**config.mk**
```make
export PLATFORM = sky130hd
export DESIGN_NAME = mem_access_unit
export DESIGN_NICKNAME = d
export VERILOG_FILES = /design/src/rtl/mem_access_pkg.sv /design/src/rtl/mem_access_unit_load_extend.sv /design/src/rtl/mem_access_unit.sv
export SDC_FILE = /design/constraint.sdc
export NUM_CORES = 1
export LEC_CHECK = 0
export BUFFER_PORTS_ARGS = -buffer_cell sky130_fd_sc_hd__buf_2
export CORE_AREA = 8 8 107 109
export DETAILED_ROUTE_END_ITERATION = 12
export DIE_AREA = 0 0 115 117
export HOLD_SLACK_MARGIN = 0.03
export PLACE_DENSITY = 0.71
export SYNTH_ARGS = -nofsm -noshare
export SYNTH_HDL_FRONTEND = slang
export SYNTH_SLANG_ARGS = --single-unit
```
**constraint.sdc**
```tcl
create_clock -name i_clk -period 2.7 [get_ports i_clk]
set_clock_uncertainty 0.05 [all_clocks]
set_input_delay 0.27 -clock i_clk [delete_from_list [all_inputs] [get_ports i_clk]]
set_output_delay 0.27 -clock i_clk [all_outputs]
set_load 0.05 [all_outputs]
```
**src/rtl/mem_access_pkg.sv**
```systemverilog
// Shared codes for the MEM-stage load/store unit: opcodes, memory addressing
// modes, fault causes, FSM states and opcode decode helpers.
package mem_access_pkg;

    typedef enum logic [2:0] {
        OP_LB  = 3'b000,
        OP_LH  = 3'b001,
        OP_LW  = 3'b010,
        OP_LBU = 3'b100,
        OP_LHU = 3'b101
    } load_op_e;

    typedef enum logic [1:0] {
        OP_SB = 2'b00,
        OP_SH = 2'b01,
        OP_SW = 2'b10
    } store_op_e;

    typedef enum logic [1:0] {
        MEM_WORD = 2'b00,
        MEM_HALF = 2'b01,
        MEM_BYTE = 2'b11
    } mem_mode_e;

    typedef enum logic [1:0] {
        CAUSE_NONE     = 2'b00,
        CAUSE_MISALIGN = 2'b01,
        CAUSE_ILLEGAL  = 2'b10,
        CAUSE_RANGE    = 2'b11
    } fault_cause_e;

    typedef enum logic [1:0] {
        ST_IDLE   = 2'b00,
        ST_ACCESS = 2'b01,
        ST_RESP   = 2'b10
    } state_e;

    // Stores only look at op[1:0]; an illegal store code maps to WORD but faults anyway.
    function automatic logic [1:0] access_mode(input logic is_store, input logic [2:0] op);
        logic [1:0] mode;
        mode = MEM_WORD;
        if (is_store) begin
            case (op[1:0])
                OP_SB:   mode = MEM_BYTE;
                OP_SH:   mode = MEM_HALF;
                default: mode = MEM_WORD;
            endcase
        end else begin
            case (op)
                OP_LB, OP_LBU: mode = MEM_BYTE;
                OP_LH, OP_LHU: mode = MEM_HALF;
                default:       mode = MEM_WORD;
            endcase
        end
        return mode;
    endfunction

    function automatic logic op_illegal(input logic is_store, input logic [2:0] op);
        if (is_store)
            return (op[1:0] == 2'b11);
        return (op inside {3'b011, 3'b110, 3'b111});
    endfunction

    function automatic logic [2:0] access_size(input logic [1:0] mode);
        case (mode)
            MEM_BYTE: return 3'd1;
            MEM_HALF: return 3'd2;
            default:  return 3'd4;
        endcase
    endfunction

endpackage

```
**src/rtl/mem_access_unit_load_extend.sv**
```systemverilog
// Combinational load-data extension (sign/zero) from the raw memory word.
// Also used by the forwarding path, so it stays free of any state.
module load_extend
    import mem_access_pkg::*;
#(
    parameter int NB_DATA = 32
) (
    input  logic [2:0]         op_i,
    input  logic [NB_DATA-1:0] raw_i,
    output logic [NB_DATA-1:0] data_o
);

    always_comb begin
        data_o = raw_i;
        case (op_i)
            OP_LB:   data_o = {{(NB_DATA-8){raw_i[7]}}, raw_i[7:0]};
            OP_LBU:  data_o = {{(NB_DATA-8){1'b0}}, raw_i[7:0]};
            OP_LH:   data_o = {{(NB_DATA-16){raw_i[15]}}, raw_i[15:0]};
            OP_LHU:  data_o = {{(NB_DATA-16){1'b0}}, raw_i[15:0]};
            default: data_o = raw_i;
        endcase
    end

endmodule

```
**src/rtl/mem_access_unit.sv**
```systemverilog
// MEM-stage load/store controller: accepts one request, checks it, drives the
// data memory for N_WAIT cycles and returns one write-back pulse.
// Optional macro MEM_ACCESS_BOUNDS_CHECK_EN adds an out-of-range fault (cause 11).
module mem_access_unit
    import mem_access_pkg::*;
#(
    parameter int NB_DATA    = 32,
    parameter int N_ADDRESS  = 64,
    parameter int NB_ADDRESS = $clog2(N_ADDRESS),
    parameter int N_WAIT     = 1
) (
    input  logic                  i_clk,
    input  logic                  i_reset,
    input  logic                  i_req_valid,
    output logic                  o_req_ready,
    input  logic                  i_is_store,
    input  logic [2:0]            i_op,
    input  logic [NB_DATA-1:0]    i_addr,
    input  logic [NB_DATA-1:0]    i_store_data,
    input  logic [4:0]            i_rd,
    input  logic                  i_flush,
    output logic [NB_ADDRESS-1:0] o_mem_r_addr,
    output logic [NB_ADDRESS-1:0] o_mem_w_addr,
    output logic                  o_mem_r_en,
    output logic                  o_mem_w_en,
    output logic [1:0]            o_mem_r_addressing,
    output logic [1:0]            o_mem_w_addressing,
    output logic [NB_DATA-1:0]    o_mem_w_data,
    input  logic [NB_DATA-1:0]    i_mem_r_data,
    output logic                  o_wb_valid,
    output logic                  o_wb_we,
    output logic [NB_DATA-1:0]    o_wb_data,
    output logic [4:0]            o_wb_rd,
    output logic                  o_fault,
    output logic [1:0]            o_fault_cause
);

    localparam int NB_CNT = 4;
    localparam logic [NB_CNT-1:0] LAST_CNT = NB_CNT'(N_WAIT - 1);

    function automatic logic [NB_DATA-1:0] store_mask(input logic [1:0] mode,
                                                      input logic [NB_DATA-1:0] d);
        logic [NB_DATA-1:0] m;
        m = d;
        if (mode == MEM_BYTE)
            m = {{(NB_DATA-8){1'b0}}, d[7:0]};
        else if (mode == MEM_HALF)
            m = {{(NB_DATA-16){1'b0}}, d[15:0]};
        return m;
    endfunction

    state_e                  state_q, state_d;
    logic [NB_CNT-1:0]       cnt_q, cnt_d;
    logic                    flush_q, flush_d;

    logic                    is_store_q;
    logic [2:0]              op_q;
    logic [1:0]              mode_q;
    logic [NB_ADDRESS-1:0]   addr_q;
    logic [NB_DATA-1:0]      wdata_q;
    logic [NB_DATA-1:0]      rdata_q;
    logic [4:0]              rd_q;
    logic                    fault_q;
    logic [1:0]              cause_q;

    logic                    accept;
    logic                    in_access;
    logic                    in_resp;
    logic                    last_access;
    logic                    flushed;
    logic [1:0]              req_mode;
    logic                    req_illegal;
    logic                    req_misalign;
    logic                    req_range;
    logic [1:0]              req_cause;
    logic                    req_fault;
    logic [NB_DATA-1:0]      ext_data;

    assign accept      = i_req_valid && (state_q == ST_IDLE);
    assign in_access   = (state_q == ST_ACCESS);
    assign in_resp     = (state_q == ST_RESP);
    assign last_access = in_access && (cnt_q >= LAST_CNT);

    assign req_mode     = access_mode(i_is_store, i_op);
    assign req_illegal  = op_illegal(i_is_store, i_op);
    assign req_misalign = ((req_mode == MEM_HALF) && i_addr[0]) ||
                          ((req_mode == MEM_WORD) && (i_addr[1:0] != 2'b00));

`ifdef MEM_ACCESS_BOUNDS_CHECK_EN
    localparam logic [NB_DATA:0] ADDR_LIMIT = (NB_DATA+1)'(N_ADDRESS);
    logic [NB_DATA:0] req_end;
    // One extra bit so the end address never wraps; high address bits also trip this.
    assign req_end   = {1'b0, i_addr} + {{(NB_DATA-2){1'b0}}, access_size(req_mode)};
    assign req_range = (req_end > ADDR_LIMIT);
`else
    logic unused_addr_hi;
    assign unused_addr_hi = ^i_addr[NB_DATA-1:NB_ADDRESS];
    assign req_range      = 1'b0;
`endif

    always_comb begin
        req_cause = CAUSE_NONE;
        if (req_illegal)
            req_cause = CAUSE_ILLEGAL;
        else if (req_misalign)
            req_cause = CAUSE_MISALIGN;
        else if (req_range)
            req_cause = CAUSE_RANGE;
    end

    assign req_fault = (req_cause != CAUSE_NONE);

    load_extend #(
        .NB_DATA (NB_DATA)
    ) u_load_extend (
        .op_i   (op_q),
        .raw_i  (i_mem_r_data),
        .data_o (ext_data)
    );

    always_comb begin
        state_d = state_q;
        cnt_d   = cnt_q;
        flush_d = flush_q;
        case (state_q)
            ST_IDLE: begin
                cnt_d = '0;
                if (accept) begin
                    flush_d = 1'b0;
                    state_d = req_fault ? ST_RESP : ST_ACCESS;
                end
            end
            ST_ACCESS: begin
                if (i_flush)
                    flush_d = 1'b1;
                if (last_access) begin
                    cnt_d   = '0;
                    state_d = ST_RESP;
                end else begin
                    cnt_d = cnt_q + 1'b1;
                end
            end
            ST_RESP: begin
                if (i_flush)
                    flush_d = 1'b1;
                state_d = ST_IDLE;
            end
            default: state_d = ST_IDLE;
        endcase
    end

    always_ff @(posedge i_clk) begin
        if (i_reset) begin
            state_q <= ST_IDLE;
            cnt_q   <= '0;
            flush_q <= 1'b0;
        end else begin
            state_q <= state_d;
            cnt_q   <= cnt_d;
            flush_q <= flush_d;
        end
    end

    // Request fields and load data carry no reset; outputs are gated by state.
    always_ff @(posedge i_clk) begin
        if (accept) begin
            is_store_q <= i_is_store;
            op_q       <= i_op;
            mode_q     <= req_mode;
            addr_q     <= i_addr[NB_ADDRESS-1:0];
            wdata_q    <= store_mask(req_mode, i_store_data);
            rd_q       <= i_rd;
            fault_q    <= req_fault;
            cause_q    <= req_cause;
        end
        if (last_access)
            rdata_q <= ext_data;
    end

    assign flushed = flush_q || i_flush;

    assign o_req_ready        = (state_q == ST_IDLE);
    assign o_mem_r_en         = in_access && !is_store_q;
    assign o_mem_w_en         = in_access && is_store_q && (cnt_q == '0);
    assign o_mem_r_addr       = in_access ? addr_q : '0;
    assign o_mem_w_addr       = in_access ? addr_q : '0;
    assign o_mem_r_addressing = in_access ? mode_q : MEM_WORD;
    assign o_mem_w_addressing = in_access ? mode_q : MEM_WORD;
    assign o_mem_w_data       = in_access ? wdata_q : '0;

    assign o_wb_valid    = in_resp && !flushed;
    assign o_wb_we       = in_resp && !flushed && !is_store_q && !fault_q;
    assign o_wb_data     = (in_resp && !is_store_q && !fault_q) ? rdata_q : '0;
    assign o_wb_rd       = in_resp ? rd_q : 5'd0;
    assign o_fault       = in_resp && fault_q && !flushed;
    assign o_fault_cause = in_resp ? cause_q : CAUSE_NONE;

endmodule

```
==> run_results.csv, run 1 <==
group,metric,value,unit
yosys,yosys-top-cells-area,"edfxtp_1 66%, and2_1 16%, nand2_1 4.1%",
timing,drv_slew,0,
hold_path,worstHoldPathType,"in -> reg",
yosys,ys_ff_latch,87,
clock_network,postCtsSetupBuffers,0,
worst_setup_path,cp.required,2380,ps
final_layout,fin_nets,596,
timing,finalSetupTns,0,ps
worst_setup_path,path_max_fanout,33,
clock_network,h-tree-depth,3,
clock_network,cts_tree,"yes",
routing,drt_iter0_drc,106,
routing,routed_wl,9.20,mm
grt,grt_usage,13.2,%
yosys,syn_nets,410,
timing,setup_viol,0,
die,ioPinCount,202,
routing,detail_route.vias_per_cell,4.41,
routing,postRouteAntennaNets,0,
worst_setup_path,cp-start-kind,"flip-flop",
final_layout,final_util,51.5,%
power,ir_worst_vdd,280,uV
placed_design,io_buffer_count,175,
timing,worst_slew_pin_slew,740,ps
final_layout,drive_gt1_share,39.5,%
placed_design,gp_congestion,0.692,
yosys,seq_area_frac_synth,67.9,%
clock_network,cts_max_path_buffers,2,
timing,maxSlewHeadroom,50.7,%
run_status,status,"finished clean",
routing,drc_errors,0,
final_layout,antennaDiodeCount,0,
grt,grt-ovfl-total,0,
yosys,synth_top_area_share,66.3,%
timing,hold_viol,0,
clock_network,clockRootBuffer,"clkbuf_8",
yosys,synth_area_per_cell,12.8,um2
yosys,yosys.area.top_type,"edfxtp_1",
grt,grt_pass1_vias,2843,
worst_setup_path,end_kind,"output port",
yosys,syn_inst,298,
timing,period_needed,2370,ps
timing,fmax,0.422,GHz
yosys,synth_cell_types,26,
final_layout,areaGrowthSynthToFinish,34.3,%
timing,fin_crit_sh,87.8,%
clock_network,cts_buffers,9,
grt,grt_max_degree,49,
placed_design,dp_hpwl,6.77,mm
worst_setup_path,crit_type,"reg -> out",
yosys,syn_area,3800,um2
timing,grt_setup_unrepaired,"no",
placed_design,place_area,4750,um2
die,core_area,9910,um2
routing,firstDrtPassIters,4,
die,fp-row-count,37,
die,die_w,115,um
die,die_h,117,um
die,start_util,38.4,%
routing,num_vias,2755,
worst_setup_path,cp.arrival,2050,ps
die,die_area,13500,um2
power,p_leak,2.40,nW
grt,antenna_found_initial,1,
power,powerDensity,595,nW/um2
clock_network,clkSinkCount,87,
routing,wl_per_cell,14.7,um
final_layout,design_area,5100,um2
grt,grt_pass1_wl,13.6,mm
final_layout,fillerInstances,919,
run,maxCapViolations,0,
clock_network,clk-insertion-delay-late,340,ps
clock_network,cts.clk_slew.worst_paths,80,ps
clock_network,ctsResizeCount,0,
yosys,ys_warn_count,0,
==> cells in the mapped netlist, drive strengths merged <==
cell,instances
a311oi,1
nand2b,1
inv,5
o21a,1
nor2,2
o21ai,10
a21oi,4
o31a,1
edfxtp,84
and2,97
nor3,1
nor2b,11
mux2i,1
clkbuf,12
or3,1
dfxtp,3
a21o,1
nand2,42
o41a,1
or4b,1
ha,3
buf,12
nor3b,3
==> critical path, stage by stage (launching register included) <==
cell     delay [ps]
dfxtp_1         330
inv_1            80
ha_1            310
nor3b_2         220
buf_4           270
nor3b_1         200
buf_2           290
==> power breakdown <==
part,switching (mW),internal (mW)
logic,0.432,0.186
registers,0.0358,1.62
clock network,0.443,0.321
total,0.911,2.13
==> layer usage <==
| metal | track usage (%) | vias up | share of wire (%) |
|---|---|---|---|
| met5 | 0 | - | 0.14 |
| met1 | 13.9 | 1276 | 38 |
| met2 | 22.5 | 108 | 50 |
| li1 | - | 1361 | - |
| met3 | 6.31 | 8 | 11 |
| met4 | 5.08 | 2 | 0.76 |
==> cell families (layout without fill, tap and decap cells) <==
logic type,count (synthesis),count (layout),synth area share [%]
AND/OR/NAND/NOR,159,159,23.6
flip-flops,87,87,67.9
buffers and inverters,29,220,4.28
AO/OA/AOI/OAI,19,19,2.99
adder cells (fa/ha/maj),3,3,0.987
multiplexers,1,1,0.263
==> per-stage QoR <==
stage	power [mW]	worst slack [ps]	hold slack (ps)	cells
after floorplan	2.11	2.45	299	298
after CTS	3.07	279	31.1	618
after global routing	3.19	118	31.8	625
final	3.04	329	51.8	625
after global placement	2.27	635	398	589
after detailed placement	2.29	594	398	589
==> state kept, by name (all words and copies together), names as in the netlist <==
name        cells
fault_q         1
is_store_q      1
rdata_q        32
rd_q            5
cause_q         2
flush_q         1
addr_q          6
state_q         2
op_q            3
mode_q          2
wdata_q        32
==> what timing repair did <==
| action | CTS | global route |
|---|---|---|
| hold buffers | 13 | 7 |
| setup endpoints to repair | 0 | 0 |
| hold endpoints to repair | 13 | 7 |
==> cell usage in the layout, fill, tap and decap left out, types with 2 or more instances in the layout <==
| cell type | netlist | final |
|---|---|---|
| a21oi_1 | 4 | 4 |
| and2_1 | 97 | 97 |
| buf_2 | 1 | 175 |
| buf_4 | 8 | 3 |
| clkbuf_8 | 0 | 9 |
| clkinv_1 | 0 | 4 |
| dfxtp_1 | 3 | 3 |
| dlygate4sd3_1 | 0 | 20 |
| edfxtp_1 | 84 | 84 |
| ha_1 | 3 | 2 |
| inv_1 | 5 | 4 |
| nand2_1 | 42 | 42 |
| nor2_1 | 2 | 2 |
| nor2b_1 | 11 | 11 |
| nor3b_1 | 2 | 2 |
| o21ai_0 | 10 | 10 |
==> layout make-up <==
cell class	count	area (um2)	share of cell area [%]
well taps	136	170	3.33
inverters	5	18.8	0.368
clock inverters	6	27.5	0.539
flip-flops and latches	87	2580	50.6
clock buffers	10	128	2.50
repair buffers	199	1120	21.9
multi-input cells	182	1060	20.8
==> final timing paths <==
check,startpoint,endpoint,slack (ps),cells past startpoint
max reg2reg,state_q[1],rdata_q[24],620,4
min,i_mem_r_data[6],rdata_q[6],50,1
max,state_q[0],o_wb_we,330,6
min reg2reg,flush_q,flush_q,510,2
Note: power is estimated with default switching activity, not from simulation.
==> run 2: changes to the inputs <==
Settings changed: BUFFER_PORTS_ARGS -buffer_cell sky130_fd_sc_hd__buf_2 to default, DONT_BUFFER_PORTS from default to 1, PLACE_DENSITY 0.71 to default.
==> run_results.csv, run 2 (synthesis results as in run 1) <==
group,metric,value,unit
timing,worst_slew_pin_slew,782,ps
grt,grt_usage,12.8,%
timing,setup_viol,0,
die,core_area,9910,um2
worst_setup_path,cp.arrival,2000,ps
clock_network,ctsResizeCount,0,
routing,drc_errors,0,
clock_network,cts.clk_slew.worst_paths,90,ps
worst_setup_path,crit_type,"reg -> out",
die,ioPinCount,202,
routing,drt_iter0_drc,116,
grt,grt_max_degree,47,
timing,whs,51.5,ps
grt,antenna_found_initial,0,
worst_setup_path,slowest_stage,"ha_2",
grt,grt-ovfl-total,0,
final_layout,multi_input_area,1070,um2
final_layout,drive_gt1_share,18.3,%
final_layout,fillerInstances,875,
grt,grt_pass1_vias,2584,
final_layout,antennaDiodeCount,0,
placed_design,io_buffer_count,0,
routing,detail_route.vias_per_cell,4.71,
final_layout,final_common_cell,"and2_1",
timing,finalSetupTns,0,ps
worst_setup_path,cp-start-kind,"flip-flop",
timing,hold_viol,0,
clock_network,clk-insertion-delay-late,350,ps
worst_setup_path,max_stage_delay,620,ps
timing,drv_slew,0,
clock_network,holdBufCountCts,38,
clock_network,h-tree-depth,3,
power,ir_worst_vdd,348,uV
worst_setup_path,crit_start,"state_q[1]",
placed_design,gp_congestion,0.700,
worst_setup_path,r2r_start,"state_q[1]",
clock_network,cts_buffers,9,
clock_network,clockRootBuffer,"clkbuf_8",
timing,grt_setup_unrepaired,"no",
worst_setup_path,path_max_fanout,46,
routing,num_vias,2414,
timing,maxSlewHeadroom,47.8,%
power,powerDensity,605,nW/um2
power,p_total,3.15,mW
die,fp-row-count,37,
clock_network,postCtsSetupBuffers,0,
power,p_leak,2.00,nW
final_layout,seqCellArea,2580,um2
die,die_w,115,um
die,die_area,13500,um2
final_layout,layout_common_cells,"97 x and2_1, 84 x edfxtp_1, 42 x nand2_1, 38 x dlygate4sd3_1, 33 x buf_12",
routing,wl_per_cell,16.8,um
clock_network,clkSinkCount,87,
worst_setup_path,cp.required,2380,ps
routing,routed_wl,8.60,mm
run_status,status,"finished clean",
worst_setup_path,path_cells,"inv_1, ha_2, and2_1",
routing,postRouteAntennaNets,0,
grt,grt_pass1_wl,13.0,mm
final_layout,areaGrowthSynthToFinish,36.7,%
hold_path,hold_start,"i_mem_r_data[21]",
clock_network,cts_max_path_buffers,2,
timing,fmax,0.432,GHz
run,maxCapViolations,0,
timing,period_needed,2320,ps
routing,firstDrtPassIters,4,
clock_network,cts_tree,"yes",
final_layout,reg_top3,"rdata_q (32), wdata_q (32), addr_q (6)",
hold_path,worstHoldPathType,"in -> reg",
placed_design,dp_hpwl,6.24,mm
timing,fin_crit_sh,85.8,%
die,die_h,117,um
worst_setup_path,end_kind,"output port",
final_layout,fin_nets,484,
die,start_util,38.4,%
run 2: critical path: cells and delay by family, from the launching register on:
| kind | cells | cell delay (ps) |
|---|---|---|
| DFF | 1 | 330 |
| adders and majority gates | 1 | 620 |
| buffers and inverters | 1 | 110 |
| and+or+nand+nor | 1 | 560 |
run 2: layout make-up:
type | instances | area share [%]
Sequential cell | 87 | 49.7
Timing Repair Buffer | 87 | 22.3
Multi-Input combinational cell | 182 | 20.6
Tap cell | 136 | 3.27
Clock buffer | 9 | 2.38
Clock inverter | 7 | 1.40
Inverter | 5 | 0.361
run 2: report_power, final:
group          total [mW]  internal [mW]  switching (mW)
Clock               0.895          0.429           0.466
Sequential           1.66           1.62          0.0373
Combinational       0.594          0.184           0.410
run 2: final timing paths:
path | to | slack [ps] | depth (start not counted)
worst max-delay path | o_mem_w_data[10] | 380 | 3
worst min-delay path | rdata_q[21] | 50 | 2
worst max register to register | rdata_q[6] | 790 | 3
worst min register to register | flush_q | 540 | 2
run 2: layer usage:
| layer | share of wire [%] | GRT usage, % |
|---|---|---|
| met1 | 39 | 13.7 |
| met2 | 49 | 20.8 |
| met3 | 11 | 6.82 |
| met4 | 1.4 | 5.52 |
| met5 | 0 | 0 |
run 2: through the flow:
step / worst slack (ps) / area, um2 / util [%] / std cells
2_1_floorplan: 2.45 / 3800 / - / 298
3_3_place_gp: 766 / 4620 / 46.7 / 459
3_5_place_dp: 720 / 4620 / 46.7 / 459
4_1_cts: 304 / 5200 / 52.5 / 513
5_1_grt: 154 / 5200 / 52.5 / 513
6_report: 383 / 5200 / 52.5 / 513
==> run 3: changes to the inputs <==
Clock period 2.7 ns to 2.6 ns, I/O delays scaled along.
==> run_results.csv, run 3 (synthesis results as in run 1) <==
group,metric,value,unit
routing,detail_route.vias_per_cell,4.61,
timing,maxSlewHeadroom,48.4,%
routing,met2_length,4.49,mm
clock_network,postCtsSetupBuffers,0,
clock_network,clk-insertion-delay-late,340,ps
worst_setup_path,cp-start-kind,"flip-flop",
power,clkPwrFrac,31.5,%
worst_setup_path,cp.arrival,1950,ps
worst_setup_path,reg2reg_depth,3,
worst_setup_path,reg2reg_to,"rdata_q[22]",
timing,grt_setup_unrepaired,"no",
worst_setup_path,end_kind,"output port",
worst_setup_path,crit_type,"reg -> out",
power,powerDensity,623,nW/um2
clock_network,cts.clk_slew.worst_paths,80,ps
die,die_area,13500,um2
die,start_util,38.4,%
clock_network,clockRootBuffer,"clkbuf_8",
routing,top_layer,"met4",
grt,grt_pass1_vias,2720,
routing,routed_wl,9.19,mm
clock_network,cts_max_path_buffers,2,
placed_design,gp_congestion,0.677,
placed_design,dp_slack,579,ps
routing,num_vias,2539,
power,ir_worst_vdd,357,uV
routing,drt_iter0_drc,109,
worst_setup_path,r2r_start,"state_q[1]",
power,p_comb_share,19.4,%
timing,fmax,0.443,GHz
timing,finalSetupTns,0,ps
final_layout,final_common_cell,"and2_1",
run_status,status,"finished clean",
timing,fin_crit_sh,86.8,%
placed_design,io_buffer_count,0,
final_layout,areaGrowthSynthToFinish,48.0,%
final_layout,fin_nets,522,
hold_path,holdPathEnd,"rdata_q[20]",
placed_design,dp_hpwl,6.54,mm
timing,setup_viol,0,
worst_setup_path,path_max_fanout,50,
final_layout,reg_top3,"rdata_q (32), wdata_q (32), addr_q (6)",
grt,grt_usage,13.4,%
grt,antenna_found_initial,0,
clock_network,cts_tree,"yes",
routing,postRouteAntennaNets,0,
power,p_total,3.51,mW
die,fp-row-count,37,
hold_path,hold_start,"i_mem_r_data[20]",
timing,layout_setup_ws,343,ps
placed_design,dp_cells,491,
power,p_sw,0.949,mW
final_layout,antennaDiodeCount,0,
worst_setup_path,slowest_stage,"ha_2",
grt,grt_pass1_wl,13.7,mm
hold_path,hold_path_depth,2,
clock_network,ctsResizeCount,0,
power,switching_share,27.0,%
routing,firstDrtPassIters,4,
final_layout,final_util,56.8,%
final_layout,instances_no_fill,551,
worst_setup_path,cp.buffers_inverters,2,
final_layout,layout_common_cells,"97 x and2_1, 84 x edfxtp_1, 44 x dlygate4sd3_1, 42 x nand2_1, 41 x buf_4",
grt,grt_max_degree,51,
clock_network,clkSinkCount,87,
worst_setup_path,crit_family,"adder cells",
grt,grt-ovfl-total,0,
timing,drv_slew,0,
power,seqPwrFrac,49.1,%
worst_setup_path,cp.required,2290,ps
die,ioPinCount,202,
routing,m1WireLength,3.56,mm
final_layout,drive_gt1_share,24.1,%
routing,drc_errors,0,
routing,wl_per_cell,16.7,um
run,maxCapViolations,0,
routing,dr_wl_met3,1.03,mm
power,p_int,2.56,mW
timing,period_needed,2260,ps
timing,worst_slew_pin_slew,775,ps
worst_setup_path,reg2reg_setup_slack,640,ps
timing,hold_viol,0,
final_layout,fillerInstances,829,
power,p_leak,2.23,nW
clock_network,cts_buffers,9,
die,core_area,9910,um2
die,die_w,115,um
worst_setup_path,path_cells,"inv_1, ha_2, and2_1, buf_12",
clock_network,h-tree-depth,3,
die,die_h,117,um
hold_path,worstHoldPathType,"in -> reg",
worst_setup_path,max_stage_delay,680,ps
run 3: final cells by class:
| type | instances | area (um2) | area share, % |
|---|---|---|---|
| flip-flops and latches | 87 | 2580 | 45.9 |
| repair buffers | 125 | 1550 | 27.5 |
| multi-input cells | 182 | 1070 | 19.0 |
| well taps | 136 | 170 | 3.02 |
| clock buffers | 10 | 128 | 2.27 |
| clock inverters | 6 | 109 | 1.93 |
| inverters | 5 | 18.8 | 0.334 |
run 3: layer usage:
layer  vias up  GRT usage [%]
li1       1215              -
met3         8           6.62
met5         -              0
met1      1205           14.4
met2       111           21.9
met4         0           6.04
run 3: timing repair:
action | in CTS | in global routing
hold endpoints to repair | 47 | 0
hold buffers | 44 | 0
setup endpoints to repair | 0 | 0
run 3: how the worst max path moves through the flow:
stage	start	end	slack, ps	cells after the start
after floorplan	state_q[1]	addr_q[0]	50	4
after global placement	state_q[1]	rdata_q[30]	640	3
after detailed placement	state_q[1]	rdata_q[30]	580	3
after CTS	state_q[1]	o_mem_r_addr[1]	260	4
after global routing	state_q[0]	o_wb_we	90	6
final	state_q[1]	o_mem_w_addr[5]	340	4
run 3: per-stage QoR:
stage                     hold WS, ps  cell area, um2
final                            55.2            5630
after floorplan                   289            3810
after detailed placement          296            4950
after global routing             32.2            5630
after CTS                        30.4            5630
after global placement            291            4950
run 3: power by group through the flow:
stage | sequential (mW) | clock, mW | combinational (mW)
after global placement | 1.75 | 0 | 0.620
after floorplan | 1.74 | 0 | 0.456
final | 1.72 | 1.11 | 0.681
after global routing | 1.73 | 1.19 | 0.724
after CTS | 1.72 | 1.14 | 0.690
after detailed placement | 1.75 | 0 | 0.631
